**src/rtl/atm_session_ctrl.sv**
```systemverilog
// ATM session controller: one-hot session FSM with verifier handshake,
// PIN lockout, inactivity timeout and EXIT-edge abort.
//
// state                    | meaning
// -------------------------+--------------------------------------------
// S_IDLE                   | no session; waits for a key press
// S_ACC_NUM                | entering account number
// S_PIN_INPUT              | entering PIN
// S_MENU                   | main menu, choice on usr_input
// S_SHOW_BALANCES          | balance display, any key returns to menu
// S_CONVERT_1              | conversion: source currency
// S_CONVERT_2              | conversion: target currency
// S_SELECT_AMOUNT_WITHDRAW | withdraw amount entry
// S_TRANSFER               | transfer: destination account entry
// S_SELECT_CURRENCY_XFER   | transfer: currency selection
// S_SELECT_AMOUNT_XFER     | transfer: amount entry
// S_SUCCESS                | timed dwell, then back to menu
// S_ERROR                  | timed dwell, then back to idle
module atm_session_ctrl #(
    parameter int TIMEOUT_CYCLES = 1000,
    parameter int MAX_PIN_TRIES  = 3,
    parameter int HOLD_CYCLES    = 4
) (
    input  logic        clk,
    input  logic        rst,
    input  logic        ready,
    input  logic [3:0]  status_code,
    input  logic [1:0]  usr_input,
    input  logic        vdone,
    input  logic        vok,
    output logic [15:0] current_state,
    output logic [3:0]  input_style,
    output logic        vreq,
    output logic [1:0]  vkind,
    output logic        busy,
    output logic        locked,
    output logic        timeout,
    output logic [1:0]  pin_tries_left
);

    localparam int TW = $clog2(TIMEOUT_CYCLES + 1);
    localparam int HW = $clog2(HOLD_CYCLES + 1);
    localparam logic [TW-1:0] TIMER_LAST = TW'(TIMEOUT_CYCLES - 1);
    localparam logic [HW-1:0] HOLD_LAST  = HW'(HOLD_CYCLES - 1);
    localparam logic [1:0]    TRIES_MAX  = 2'(MAX_PIN_TRIES);
    localparam logic [3:0]    EXIT_CODE  = 4'b0111;

    localparam logic [1:0] K_ACCOUNT = 2'b00;
    localparam logic [1:0] K_PIN     = 2'b01;
    localparam logic [1:0] K_AMOUNT  = 2'b10;

    typedef enum logic [15:0] {
        S_IDLE                   = 16'h0001,
        S_ACC_NUM                = 16'h0002,
        S_PIN_INPUT              = 16'h0004,
        S_MENU                   = 16'h0008,
        S_SHOW_BALANCES          = 16'h0010,
        S_CONVERT_1              = 16'h0020,
        S_CONVERT_2              = 16'h0040,
        S_SELECT_AMOUNT_WITHDRAW = 16'h0080,
        S_TRANSFER               = 16'h0100,
        S_SELECT_CURRENCY_XFER   = 16'h0200,
        S_SELECT_AMOUNT_XFER     = 16'h0400,
        S_SUCCESS                = 16'h0800,
        S_ERROR                  = 16'h1000
    } state_t;

    state_t          r_state;
    logic            r_busy;
    logic            r_vreq;
    logic [1:0]      r_vkind;
    logic            r_locked;
    logic            r_timeout;
    logic [1:0]      r_tries;
    logic [TW-1:0]   r_timer;
    logic [HW-1:0]   r_hold;
    logic            r_exit_q;

    state_t          w_state_nxt;
    logic            w_busy_nxt;
    logic            w_vreq_nxt;
    logic [1:0]      w_vkind_nxt;
    logic            w_locked_nxt;
    logic            w_timeout_nxt;
    logic [1:0]      w_tries_nxt;
    logic [TW-1:0]   w_timer_nxt;
    logic [HW-1:0]   w_hold_nxt;
    logic [1:0]      w_tries_dec;

    logic w_exit;
    logic w_abort;
    logic w_event;
    logic w_in_hold;
    logic w_counting;

    assign w_exit     = (status_code == EXIT_CODE);
    assign w_abort    = w_exit && !r_exit_q;
    assign w_event    = ready && !r_busy;
    assign w_in_hold  = (r_state == S_SUCCESS) || (r_state == S_ERROR);
    assign w_counting = !r_busy && (r_state != S_IDLE) && !w_in_hold;
    assign w_tries_dec = r_tries - 2'd1;

    // State and session registers; every next value comes from the decode below.
    always_ff @(posedge clk) begin
        if (rst) begin
            r_state   <= S_IDLE;
            r_busy    <= 1'b0;
            r_vreq    <= 1'b0;
            r_vkind   <= 2'b00;
            r_locked  <= 1'b0;
            r_timeout <= 1'b0;
            r_tries   <= TRIES_MAX;
            r_timer   <= '0;
            r_hold    <= HOLD_LAST;
            r_exit_q  <= 1'b0;
        end else begin
            r_state   <= w_state_nxt;
            r_busy    <= w_busy_nxt;
            r_vreq    <= w_vreq_nxt;
            r_vkind   <= w_vkind_nxt;
            r_locked  <= w_locked_nxt;
            r_timeout <= w_timeout_nxt;
            r_tries   <= w_tries_nxt;
            r_timer   <= w_timer_nxt;
            r_hold    <= w_hold_nxt;
            r_exit_q  <= w_exit;
        end
    end

    // Next-state decode: abort beats verifier response, which beats keypad events and timeout.
    always_comb begin
        w_state_nxt   = r_state;
        w_busy_nxt    = r_busy;
        w_vreq_nxt    = 1'b0;
        w_vkind_nxt   = r_vkind;
        w_locked_nxt  = r_locked;
        w_timeout_nxt = 1'b0;
        w_tries_nxt   = r_tries;
        w_timer_nxt   = r_timer;
        w_hold_nxt    = HOLD_LAST;

        if (w_in_hold) begin
            w_hold_nxt = (r_hold == '0) ? r_hold : r_hold - HW'(1);
        end

        if (w_abort) begin
            w_state_nxt = S_IDLE;
            w_busy_nxt  = 1'b0;
        end else if (r_busy) begin
            if (vdone) begin
                w_busy_nxt = 1'b0;
                case (r_state)
                    S_ACC_NUM:   w_state_nxt = vok ? S_PIN_INPUT : S_ERROR;
                    S_TRANSFER:  w_state_nxt = vok ? S_SELECT_CURRENCY_XFER : S_ERROR;
                    S_PIN_INPUT: begin
                        if (vok) begin
                            w_state_nxt = S_MENU;
                            w_tries_nxt = TRIES_MAX;
                        end else begin
                            w_tries_nxt = w_tries_dec;
                            if (w_tries_dec == 2'd0) begin
                                w_state_nxt  = S_ERROR;
                                w_locked_nxt = 1'b1;
                            end
                        end
                    end
                    S_SELECT_AMOUNT_WITHDRAW,
                    S_SELECT_AMOUNT_XFER: w_state_nxt = vok ? S_SUCCESS : S_ERROR;
                    default: w_state_nxt = S_IDLE;
                endcase
            end
        end else begin
            case (r_state)
                S_IDLE: if (w_event && !r_locked) w_state_nxt = S_ACC_NUM;
                S_ACC_NUM, S_TRANSFER: if (w_event) begin
                    w_vreq_nxt  = 1'b1;
                    w_vkind_nxt = K_ACCOUNT;
                    w_busy_nxt  = 1'b1;
                end
                S_PIN_INPUT: if (w_event) begin
                    w_vreq_nxt  = 1'b1;
                    w_vkind_nxt = K_PIN;
                    w_busy_nxt  = 1'b1;
                end
                S_SELECT_AMOUNT_WITHDRAW, S_SELECT_AMOUNT_XFER: if (w_event) begin
                    w_vreq_nxt  = 1'b1;
                    w_vkind_nxt = K_AMOUNT;
                    w_busy_nxt  = 1'b1;
                end
                S_MENU: if (w_event) begin
                    case (usr_input)
                        2'b00:   w_state_nxt = S_SHOW_BALANCES;
                        2'b01:   w_state_nxt = S_CONVERT_1;
                        2'b10:   w_state_nxt = S_SELECT_AMOUNT_WITHDRAW;
                        default: w_state_nxt = S_TRANSFER;
                    endcase
                end
                S_SHOW_BALANCES:        if (w_event) w_state_nxt = S_MENU;
                S_CONVERT_1:            if (w_event) w_state_nxt = S_CONVERT_2;
                S_CONVERT_2:            if (w_event) w_state_nxt = S_SUCCESS;
                S_SELECT_CURRENCY_XFER: if (w_event) w_state_nxt = S_SELECT_AMOUNT_XFER;
                S_SUCCESS:              if (r_hold == '0) w_state_nxt = S_MENU;
                S_ERROR:                if (r_hold == '0) w_state_nxt = S_IDLE;
                default:                w_state_nxt = S_IDLE;
            endcase

            if (w_counting && !w_event && (r_timer == TIMER_LAST)) begin
                w_state_nxt   = S_IDLE;
                w_timeout_nxt = 1'b1;
            end
        end

        // Inactivity timer holds its value across a pending verification.
        if (w_abort) begin
            w_timer_nxt = '0;
        end else if (r_busy) begin
            w_timer_nxt = r_timer;
        end else if (!w_counting || w_event || (w_state_nxt != r_state)) begin
            w_timer_nxt = '0;
        end else begin
            w_timer_nxt = r_timer + TW'(1);
        end

        // A fresh session always starts with the full PIN budget unless locked out.
        if ((w_state_nxt == S_IDLE) && (r_state != S_IDLE) && !w_locked_nxt) begin
            w_tries_nxt = TRIES_MAX;
        end
    end

    // Keypad mode follows the current state.
    always_comb begin
        input_style = 4'b0001;
        case (r_state)
            S_ACC_NUM, S_TRANSFER:                          input_style = 4'b0010;
            S_PIN_INPUT:                                    input_style = 4'b0011;
            S_MENU:                                         input_style = 4'b0100;
            S_CONVERT_1, S_CONVERT_2, S_SELECT_CURRENCY_XFER: input_style = 4'b0101;
            S_SELECT_AMOUNT_WITHDRAW, S_SELECT_AMOUNT_XFER: input_style = 4'b0110;
            default:                                        input_style = 4'b0001;
        endcase
    end

    assign current_state  = r_state;
    assign vreq           = r_vreq;
    assign vkind          = r_vkind;
    assign busy           = r_busy;
    assign locked         = r_locked;
    assign timeout        = r_timeout;
    assign pin_tries_left = r_tries;

endmodule

```
**config.mk**
```make
export PLATFORM = sky130hd
export DESIGN_NAME = atm_session_ctrl
export DESIGN_NICKNAME = d
export VERILOG_FILES = /design/src/rtl/atm_session_ctrl.sv
export SDC_FILE = /design/constraint.sdc
export NUM_CORES = 1
export LEC_CHECK = 0
export CAP_MARGIN = 10
export CORE_ASPECT_RATIO = 2
export CORE_MARGIN = 3
export CORE_UTILIZATION = 36
export CTS_CLUSTER_SIZE = 16
export DETAILED_ROUTE_END_ITERATION = 6
export GPL_ROUTABILITY_DRIVEN = 0
export GPL_TIMING_DRIVEN = 0
export HOLD_SLACK_MARGIN = 0.15
export SLEW_MARGIN = 0
export SYNTH_ARGS = -nofsm -noshare
export SYNTH_HDL_FRONTEND = slang
export SYNTH_SLANG_ARGS = --single-unit
```
**constraint.sdc**
```tcl
create_clock -name clk -period 2.81 [get_ports clk]
set_clock_uncertainty 0.05 [all_clocks]
set_input_delay 0.4215 -clock clk [delete_from_list [all_inputs] [get_ports clk]]
set_output_delay 0.4215 -clock clk [all_outputs]
set_load 0.03 [all_outputs]
```
==> reports/qor.yml <==
postRouteAntennaNets: 0
postLayoutSetupSlackWorst_ns: 0.05343
run_status: "completed"
cts_tree: "yes"
num_vias: 2984
worst_setup_hold_path_clk_slew_ns: 0.06
synth_compound_area_frac: 0.1967
cts_hold_buf: 0
drv_slew: 0
setup_total_negative_slack_ns: 0
path_delay_family: "simple AND/OR/NAND/NOR gates"
mostFrequentLayoutCells: "sky130_fd_sc_hd__nor2_1, sky130_fd_sc_hd__clkdlybuf4s50_1, sky130_fd_sc_hd__nand2_1, sky130_fd_sc_hd__dfxtp_1"
async_flop_share: 0
post_synth_mux_area_share: 0.003904
detailedRoute.firstPassIterationCount: 5
fp.coreArea_sq_mm: 0.006779
ys.warnings.count: 0
synthAdderAreaFrac: 0.01952
clockRootBuffer: "sky130_fd_sc_hd__clkbuf_16"
area_added_between_synthesis_and_finish_pct: 34.21
cp.arrival_ns: 2.89
max_stage_delay_ns: 0.54
synth_top_family_by_area: "simple AND/OR/NAND/NOR gates"
drt-total-wl_um: 9343
cp_num_cells: 9
worstPathRequired_ns: 2.94
worstPathCellList: "buf_6, or4_4, or2_4, or3_4, and2_2, a311oi_2, o211ai_1, nand4_1, o21ai_1"
fraction_of_final_layout_cells_with_drive_strength_greater_than_1: 0.1970
mappedNetlistArea_sq_mm: 0.002564
drv.max_cap_violation_count: 0
grt_first_pass_wirelength_um: 14500
leading_cell_type_in_the_layout_fill_and_taps_excluded: "sky130_fd_sc_hd__nor2_1"
grt-ovfl-total: 0
final_min_period_over_clock_period: 0.9810
worstSetupStartpoint: "current_state[4]"
power_report.internal_total_w: 0.0009851
holdCritPathClass: "reg -> reg"
report.final.setup_viol: 0
max-clock-path-buffers: 2
num_io_pins: 39
max_clock_freq_mhz: 362.8
clock-sinks: 38
grt_pass1_vias: 2857
leakage_nw: 1.293
die_width_um: 65.67
starting_density: 0.3782
placement_rows: 42
synth_sequential_area_ratio: 0.2967
criticalPathCategory: "reg -> reg"
post_synth_inst_count: 347
ys_seq_elements: 38
post-dp-hpwl_um: 6964
timing_hold_violations_final: 0
detail_route.vias_per_cell: 6.165
power.share.sequential: 0.410
yosys_most_used_dff: "sky130_fd_sc_hd__dfxtp_1"
startpoint_type: "flop"
endpoint_kind: "flop"
clkLatencyLatePin_ns: 0.29
pin_count_of_the_biggest_net_entering_global_routing: 12
synth_edf_count: 0
detailedPlace.worstSlack_ns: -0.8314
pwr_density_cell_mw_per_mm2: 397.7
number_of_buffers_created_by_cts: 5
antenna_violations_before_repair: 0
vdd_ir_drop_max_mv: 0.3692
die_h_um: 125.3
numPortBuffers: 35
path_max_fanout: 10
timing.critical_path.buf_inv: 1
drt_iter0_markers: 216
final_util: 0.5076
post_synth_and_or_nand_nor_area_fraction: 0.3909
max_slew_margin: 0.5191
grt_use_total: 0.2308
fin_area_sq_mm: 0.003441
synthDistinctLibCells: 66
slew_at_the_pin_closest_to_its_max_slew_limit_ns: 0.7123
r2r_start: "current_state[4]"
postPlaceCellArea_sq_mm: 0.003035
power.switching_w: 0.0003832
hold-path-cell-count: 2
insertedDiodeCount: 0
die-area_sq_mm: 0.008231
pwr-share-comb: 0.168
crit_slowest_cell: "sky130_fd_sc_hd__or4_4"
synth.net_count: 362
switching_share: 0.2801
clock_power_share: 0.422
reg2regPathDepth: 9
fin_nets: 410
post_synthesis_xor_xnor_area_fraction: 0.03075
h-tree-depth: 2
hold_start: "vkind[1]"
layout.filler_cells: 661
drt-wirelength-per-cell_um: 19.30
drc: 0
final_period_minus_worst_setup_slack_ns: 2.757
synth_area_per_cell_sq_um: 7.388
==> logic make-up (layout without fill, tap and decap cells) <==
group,Yosys count,after routing
compound gates,73,73
other cells,1,1
buf+inv,36,85
fa+ha+maj,4,4
flops,38,38
mux,1,1
simple gates,185,185
xor+xnor,9,9
==> path summary, 6_finish.rpt <==
check | slack (ns) | end
worst max register to register | 0.05 | pin_tries_left[0]
worst max-delay path | 0.05 | pin_tries_left[0]
worst min-delay path | 0.43 | vkind[1]
worst min register to register | 0.43 | vkind[1]
==> per-stage QoR <==
step	hold WS, ns	power [W]	cells
after detailed placement	0.4017	0.0007644	470
after floorplan	0.4062	0.0006922	347
final	0.4324	0.001368	484
after CTS	0.4381	0.001362	480
after global placement	0.3930	0.0007641	470
after global routing	0.4667	0.001406	484
==> cell usage after synthesis, types with 3 or more instances <==
cell                       instances  share of area
sky130_fd_sc_hd__or3_1             5          0.012
sky130_fd_sc_hd__nor4_1            8          0.020
sky130_fd_sc_hd__and3_1            3         0.0073
sky130_fd_sc_hd__a21o_1            3         0.0088
sky130_fd_sc_hd__nand3_1          16          0.031
sky130_fd_sc_hd__o21ai_1           3         0.0059
sky130_fd_sc_hd__dfxtp_1          38           0.30
sky130_fd_sc_hd__o21ai_0          13          0.025
sky130_fd_sc_hd__o211ai_1          3         0.0088
sky130_fd_sc_hd__nor2_1           50          0.073
sky130_fd_sc_hd__a31oi_1           4         0.0098
sky130_fd_sc_hd__nor4_2            3          0.015
sky130_fd_sc_hd__a21oi_1          18          0.035
sky130_fd_sc_hd__nor4b_1           9          0.031
sky130_fd_sc_hd__ha_1              4          0.020
sky130_fd_sc_hd__nor3_1           17          0.033
sky130_fd_sc_hd__xnor2_1           5          0.017
sky130_fd_sc_hd__clkbuf_1         16          0.023
sky130_fd_sc_hd__o311ai_0          4          0.014
sky130_fd_sc_hd__xor2_1            4          0.014
sky130_fd_sc_hd__nand2b_1          4         0.0098
sky130_fd_sc_hd__nand4b_1          3          0.010
sky130_fd_sc_hd__or4_1             3         0.0088
sky130_fd_sc_hd__nand4_1          10          0.024
sky130_fd_sc_hd__nand2_1          31          0.045
sky130_fd_sc_hd__inv_1            12          0.018
sky130_fd_sc_hd__and2_1            3         0.0073
sky130_fd_sc_hd__nor2b_1           5          0.012
sky130_fd_sc_hd__buf_2             3         0.0059
==> registers in the layout, indices dropped and copies added (netlist names) <==
register and flops:
vkind 2, timeout 1, locked 1, busy 1
r_hold 3, r_exit_q 1, vreq 1, pin_tries_left 2
current_state 16, r_timer 10
==> cell type report <==
type                       count  area, sq um  share of cell area
sequential                    38        772.0              0.2244
tap                           88        110.1             0.03200
clock inverter                 1        5.005            0.001455
inverter                      12        45.04             0.01309
clock buffer                   7        142.6             0.04145
buffer                        17        102.6             0.02982
timing repair buffer          48        437.9              0.1273
multi-input combinational    273         1826              0.5305
==> power groups by stage <==
stage	sequential, W	combinational [W]	clock, W
after floorplan	0.000569	0.000123	0
after global placement	0.000563	0.000201	0
after detailed placement	0.000564	0.000201	0
after CTS	0.000559	0.000214	0.000589
after global routing	0.000562	0.000245	0.000599
final	0.000561	0.000230	0.000577
==> worst reg2reg max path, delay by kind of cell, from the launching register on <==
kind / cells / cell delay (ns)
AND/OR/NAND/NOR: 5 / 1.59
AO/OA/AOI/OAI: 3 / 0.56
flip-flops: 1 / 0.32
buffers and inverters: 1 / 0.14
==> repair_timing <==
action | CTS | global route
resized for setup | 44 | 21
setup endpoints to repair | 30 | 19
setup buffers | 8 | 5
pin swaps | 7 | 11
endpoints found under the hold margin | 0 | 0
==> layer usage <==
metal	routed length (um)	track usage	vias to the layer above
li1	-	-	1364
met1	3125	0.2324	1408
met2	5007	0.4112	155
met3	587	0.04488	57
met4	623	0.1504	0
met5	0	0	-
Note: power is estimated with default switching activity, not from simulation.
